File: config.mk
export PLATFORM = sky130hd
export DESIGN_NAME = cache_arbiter
export DESIGN_NICKNAME = d
export VERILOG_FILES = /design/src/rtl/lc3b_types.sv /design/src/rtl/cache_arbiter.sv
export SDC_FILE = /design/constraint.sdc
export NUM_CORES = 1
export LEC_CHECK = 0
export ABC_AREA = 1
export BUFFER_PORTS_ARGS = -buffer_cell sky130_fd_sc_hd__buf_2
export CELL_PAD_IN_SITES_DETAIL_PLACEMENT = 0
export CELL_PAD_IN_SITES_GLOBAL_PLACEMENT = 1
export CORE_AREA = 4 4 270 272
export CTS_BUF_LIST = sky130_fd_sc_hd__clkbuf_4
export DETAILED_ROUTE_END_ITERATION = 7
export DIE_AREA = 0 0 274 276
export MAX_ROUTING_LAYER = met4
export PLACE_DENSITY_LB_ADDON = 0.1
export SYNTH_ARGS = -nofsm -noshare
export SYNTH_HDL_FRONTEND = slang
export SYNTH_SLANG_ARGS = --single-unit
File: constraint.sdc
create_clock -name clk -period 6.21 [get_ports clk]
set_input_delay 1.5525 -clock clk [delete_from_list [all_inputs] [get_ports clk]]
set_output_delay 1.5525 -clock clk [all_outputs]
set_load 0.02 [all_outputs]
File: src/rtl/lc3b_types.sv
// Shared LC-3b memory-hierarchy types: word/line widths and cache-arbiter enums.
package lc3b_types;

  typedef logic [15:0]  lc3b_word;
  typedef logic [127:0] lc3b_block;

  typedef enum logic [1:0] {
    ARB_IDLE,
    ARB_BUSY,
    ARB_RELEASE
  } arb_state_t;

  typedef enum logic {
    ARB_OWN_I,
    ARB_OWN_D
  } arb_owner_t;

  typedef enum logic {
    ARB_OP_READ,
    ARB_OP_WRITE
  } arb_op_t;

endpackage

File: src/rtl/cache_arbiter.sv
// Round-robin arbiter sharing one physical memory port between the I-cache and D-cache.
// Latches the winner's address/write line and holds the strobe until pmem_resp.
//
//   state       | meaning
//   ARB_IDLE    | no strobe; sample requests and grant
//   ARB_BUSY    | strobe driven for the latched owner until pmem_resp
//   ARB_RELEASE | one dead cycle so the owner can drop its stale request
module cache_arbiter
  import lc3b_types::*;
#(
  parameter int LINE_W = 128,
  parameter int ADDR_W = 16
) (
  input  logic              clk,
  input  logic              rst,

  input  logic              i_pmem_read,
  input  logic [ADDR_W-1:0] i_pmem_address,
  output logic [LINE_W-1:0] i_pmem_rdata,
  output logic              i_pmem_resp,

  input  logic              d_pmem_read,
  input  logic              d_pmem_write,
  input  logic [ADDR_W-1:0] d_pmem_address,
  input  logic [LINE_W-1:0] d_pmem_wdata,
  output logic [LINE_W-1:0] d_pmem_rdata,
  output logic              d_pmem_resp,

  output logic              pmem_read,
  output logic              pmem_write,
  output logic [ADDR_W-1:0] pmem_address,
  output logic [LINE_W-1:0] pmem_wdata,
  input  logic [LINE_W-1:0] pmem_rdata,
  input  logic              pmem_resp
);

  arb_state_t  state_q, state_d;
  arb_owner_t  owner_q, last_grant_q;
  arb_op_t     op_q;
  logic [ADDR_W-1:0] addr_q;
  logic [LINE_W-1:0] wdata_q;

  logic        i_req, d_req;
  logic        grant;
  arb_owner_t  grant_owner;
  arb_op_t     grant_op;
  logic [ADDR_W-1:0] grant_addr;
  logic        busy;

  assign i_req = i_pmem_read;
  assign d_req = d_pmem_read | d_pmem_write;

  always_comb begin
    state_d     = state_q;
    grant       = 1'b0;
    grant_owner = ARB_OWN_I;
    case (state_q)
      ARB_IDLE: begin
        if (i_req || d_req) begin
          grant   = 1'b1;
          state_d = ARB_BUSY;
          // On a tie the D-cache wins only if the I-cache had the last grant.
          if (d_req && (!i_req || last_grant_q == ARB_OWN_I))
            grant_owner = ARB_OWN_D;
        end
      end
      ARB_BUSY: begin
        if (pmem_resp)
          state_d = ARB_RELEASE;
      end
      ARB_RELEASE: state_d = ARB_IDLE;
      default:     state_d = ARB_IDLE;
    endcase
  end

  // A simultaneous D read+write is treated as a write-back.
  assign grant_op   = (grant_owner == ARB_OWN_D && d_pmem_write) ? ARB_OP_WRITE : ARB_OP_READ;
  assign grant_addr = (grant_owner == ARB_OWN_D) ? d_pmem_address : i_pmem_address;

  always_ff @(posedge clk or posedge rst) begin
    if (rst) begin
      state_q      <= ARB_IDLE;
      owner_q      <= ARB_OWN_I;
      last_grant_q <= ARB_OWN_I;
      op_q         <= ARB_OP_READ;
      addr_q       <= '0;
      wdata_q      <= '0;
    end else begin
      state_q <= state_d;
      if (grant) begin
        owner_q      <= grant_owner;
        last_grant_q <= grant_owner;
        op_q         <= grant_op;
        addr_q       <= grant_addr;
        if (grant_op == ARB_OP_WRITE)
          wdata_q <= d_pmem_wdata;
      end
    end
  end

  assign busy = (state_q == ARB_BUSY);

  assign pmem_read    = busy && (op_q == ARB_OP_READ);
  assign pmem_write   = busy && (op_q == ARB_OP_WRITE);
  assign pmem_address = addr_q;
  assign pmem_wdata   = wdata_q;

  assign i_pmem_resp  = busy && (owner_q == ARB_OWN_I) && pmem_resp;
  assign d_pmem_resp  = busy && (owner_q == ARB_OWN_D) && pmem_resp;
  assign i_pmem_rdata = pmem_rdata;
  assign d_pmem_rdata = pmem_rdata;

endmodule

# ---- Word-level counts from Yosys, hierarchy flattened
# Index checks and enable logic that the tools add are counted.
dict set report word_totals {
  inputBits 294
  ramBits 0
  latch_bits 0
  out_inout_bits 404
  mem_count 0
  reg_bits 148
  mem_bits_ro 0
}
dict set report op_classes {
  n_lt_le_gt_ge 0
  n_reduce_logical 14
  div_mod_pow 0
  muxes 10
  mul 0
  eq_ne 3
  n_bitwise 3
  shift 0
  addsub 0
}
# operator count
set op_table {}
lappend op_table {{two-way mux 16 bit} 1}
lappend op_table {{logical AND 1 bit} 8}
lappend op_table {{two-way mux 1 bit} 6}
lappend op_table {{two-way mux 2 bit} 2}
lappend op_table {{!= test 2 bit (second input constant)} 2}
lappend op_table {{one-hot mux 2 bit (2 select lines)} 1}
lappend op_table {{AND reduction 2 bit} 2}
lappend op_table {{== test 2 x 1 -> 1 bit (second input constant)} 1}
lappend op_table {{logical NOT 2 bit} 1}
lappend op_table {{logical OR 1 bit} 2}
lappend op_table {{inverter 1 bit} 2}
lappend op_table {{logical NOT 1 bit} 1}
lappend op_table {{OR 1 bit} 1}

# ---- Logic depth before layout (Yosys ltp)
dict set report logic_depth {
  ltp_word 9
  ltp_mapped 8
  depth_no_buf 7
}

# ---- Least setup slack after synthesis
# Ideal clock, no wire load.
dict set report synth_timing {
  path_type {input port to output port}
  start {input port pmem_resp}
  end {output port d_pmem_resp}
  arrival_time_ns 2.086
  stages 2
  path_slack_ns 2.572
  path_buffers 0
  cell_sequence {inv_1 nor3_1}
}
dict set report synth_between {
  elab_chain_cells 1
}
# item line_no
set synth_rtl {}
lappend synth_rtl {{start, declared} cache_arbiter.sv:34} ;# input logic pmem_resp
lappend synth_rtl {{logical AND 1 bit} cache_arbiter.sv:109} ;# assign d_pmem_resp = busy && (owner_q == ARB_OWN_D) && pmem_resp;
lappend synth_rtl {{end, declared} cache_arbiter.sv:27} ;# output logic d_pmem_resp,
# No other way between the ends.

# ---- Worst setup path after layout
dict set report layout_timing {
  start {input port pmem_resp}
  end {output port i_pmem_resp}
}
dict set report layout_between {
  elab_chain_cells 1
}
# item line_no
set layout_rtl {}
lappend layout_rtl {{logical AND 1 bit} cache_arbiter.sv:108} ;# assign i_pmem_resp = busy && (owner_q == ARB_OWN_I) && pmem_resp;
lappend layout_rtl {{end, declared} cache_arbiter.sv:20} ;# output logic i_pmem_resp,
# No other way between the ends.

==> flow_metrics.env <==
export IMPL_run_status="finished clean"
export IMPL_cp_arrival_ps=2060
export IMPL_yosys_area_top_type="dfrtp_1"
export IMPL_synth_ff_type="dfrtp_1"
export IMPL_drv_slew=0
export IMPL_dr_first_iter_drc_count=248
export IMPL_drc=0
export IMPL_dpl_worst_slack_ps=2020
export IMPL_finalClockSkew_ps=38.1
export IMPL_grt_usage_pct=8.73
export IMPL_critPathLaunchType="input pin"
export IMPL_cts_buffers=17
export IMPL_final_cell_area_um2=8920
export IMPL_crit_fanout=3
export IMPL_antenna_left=0
export IMPL_wl_um=32300
export IMPL_grt_pass1_vias=6342
export IMPL_cts_clk_slew_worst_paths_ps=130
export IMPL_grt_max_degree=84
export IMPL_synth_avg_cell_area_um2=8.26
export IMPL_coreArea_um2=70800
export IMPL_fin_tns_setup_ps=0
export IMPL_nets=1302
export IMPL_rsz0062_at_grt="false"
export IMPL_antenna_found_initial=5
export IMPL_wl_per_cell_um=16.3
export IMPL_ys_seq_area_share_pct=46.7
export IMPL_critPathMaxStageDelay_ps=210
export IMPL_p_leak_nw=4.89
export IMPL_die_width_um=274
export IMPL_synth_area_um2=7930
export IMPL_post_cts_buffers=0
export IMPL_drt_vias_per_instance=2.93
export IMPL_p_total_mw=4.37
export IMPL_yosysMostFrequentCell="nand2_1"
export IMPL_endpoint_kind="output port"
export IMPL_ys_seq_elements=148
export IMPL_fmax_ghz=0.277
export IMPL_holdBufCountCts=0
export IMPL_ys_top_cells_by_count="433 x nand2_1, 261 x buf_4, 148 x dfrtp_1"
export IMPL_hold_viol_final=0
export IMPL_clk_latency_ps=710
export IMPL_seq_area_um2=3700
export IMPL_fin_cells=1980
export IMPL_io_buffer_count=313
export IMPL_power_density_nw_per_um2=490
export IMPL_row_count=98
export IMPL_dr_pass1_iters=4
export IMPL_postCtsResizedCells=0
export IMPL_yosys_warnings=0
export IMPL_ioPinCount=698
export IMPL_drive_gt1_share_pct=35.3
export IMPL_grt_overflow_total=0
export IMPL_start_util_pct=11.2
export IMPL_cts_tree="done"
export IMPL_gp_congestion=0.651
export IMPL_clockBufferDepth=2
export IMPL_hp_class="reg2reg"
export IMPL_vias=5809
export IMPL_ctsHtreeMaxLevel=4
export IMPL_finalSetupViolations=0
export IMPL_ys_types=18
export IMPL_cp_slowest_cell="buf_2"
export IMPL_worst_slew_pin_slew_ps=1060
export IMPL_cts_root_buffer="clkbuf_4"
export IMPL_synth_area_leaders="dfrtp_1 47%, buf_4 25%, nand2_1 20%"
export IMPL_grt_pass1_wl_um=45900
export IMPL_grtUsageMet3_pct=3.90
export IMPL_cp_required_ps=4660
export IMPL_finalCriticalPeriod_ps=3610
export IMPL_grt_use_met2_pct=14.6
export IMPL_critical_path_cell_chain="buf_2, inv_1, nor3_1, buf_2"
export IMPL_use_met1_pct=8.19
export IMPL_fillers=8292
export IMPL_area_growth_pct=12.5
export IMPL_setup_ws_ps=2600
export IMPL_fp_dieArea_um2=75600
export IMPL_multi_input_area_um2=1910
export IMPL_dpl_cell_area_um2=8610
export IMPL_finalCritPeriodShare_pct=58.2
export IMPL_r2r_slack_ps=3380
export IMPL_max_cap_viol_count=0
export IMPL_async_reset_ff_share_pct=100
export IMPL_die_h_um=276
export IMPL_dpl_cell_count=1939
export IMPL_synth_fp_nets=1254
export IMPL_synth_cells=960
export IMPL_whs_ps=489
export IMPL_dp_final_hpwl_um=22900
export IMPL_relSlewSlack_pct=29.6
export IMPL_critPathMostFrequentCell="buf_2"
export IMPL_synth_edf_count=0
export IMPL_synth_top_area_share_pct=46.7
export IMPL_busiest_layer="met2"
export IMPL_worstSetupPathType="in2out"
export IMPL_final_util_pct=12.6
export IMPL_clock_sinks=148
export IMPL_ir_drop_v=0.000151
-- final cells by class --
class	instances	area share (%)
antenna	9	0.252
clock buffer	17	1.43
clock inverter	15	1.87
inverter	42	1.85
multi-input combinational	480	21.4
sequential	148	41.5
tap	950	13.3
timing repair buffer	319	18.3
-- worst paths after layout --
kind | start | to | cells after the start
max | pmem_resp | i_pmem_resp | 4
min | pmem_wdata[110] | pmem_wdata[110] | 2
max reg2reg | last_grant_q | pmem_wdata[35] | 6
min reg2reg | pmem_wdata[110] | pmem_wdata[110] | 2
max in group asynchronous | rst | pmem_wdata[72] | 3
min in group asynchronous | rst | pmem_wdata[32] | 2
-- layer usage --
metal,up-vias,share of wire (%)
met1,2648,35
met5,-,0
met2,279,51
met4,0,5.2
met3,135,9.2
li1,2747,-
-- logic make-up (layout without fill, tap and decap cells) --
group	after synthesis	count (layout)	synth area share, %
other	0	9	0
AOI/OAI and AO/OA	3	3	0.189
and+or+nand+nor	477	477	23.8
DFF	148	148	46.7
buffers and inverters	332	393	29.3
-- placed cells by master, fill, tap and decap left out --
| master | synthesis | final |
|---|---|---|
| inv_1 | 40 | 39 |
| nand4_4 | 0 | 1 |
| nand4_1 | 16 | 16 |
| clkbuf_4 | 0 | 17 |
| diode_2 | 0 | 9 |
| inv_4 | 0 | 1 |
| o21ai_0 | 3 | 3 |
| inv_2 | 2 | 1 |
| nand2_2 | 2 | 2 |
| nand2_1 | 433 | 433 |
| clkinv_4 | 0 | 3 |
| dfrtp_1 | 148 | 148 |
| buf_2 | 13 | 313 |
| clkinv_2 | 0 | 1 |
| nand3_1 | 16 | 16 |
| inv_8 | 0 | 5 |
| buf_12 | 0 | 2 |
| nor2_4 | 2 | 2 |
| clkinv_8 | 0 | 1 |
| clkinvlp_4 | 0 | 2 |
| bufinv_16 | 0 | 1 |
| nor2_1 | 4 | 4 |
| nand3_2 | 1 | 1 |
| inv_6 | 0 | 3 |
| buf_4 | 261 | 4 |
| nor3_1 | 2 | 2 |
-- registers in the layout, summed over array words and instances (netlist names) --
| signal | count |
|---|---|
| last_grant_q | 1 |
| op_q | 1 |
| pmem_address | 16 |
| pmem_wdata | 128 |
| state_q | 2 |
-- where the power goes --
| group | switching [mW] | internal (mW) | leakage, nW |
|---|---|---|---|
| Clock | 0.505 | 0.218 | 0.155 |
| Combinational | 1.41 | 0.605 | 2.89 |
| Sequential | 0.231 | 1.40 | 1.85 |
| Total | 2.14 | 2.23 | 4.89 |
-- worst max-delay path, delay by kind of cell --
| kind | cells | cell delay, ps |
|---|---|---|
| simple gates | 1 | 160 |
| buf+inv | 3 | 340 |
Power figures use the tool's default switching activity.
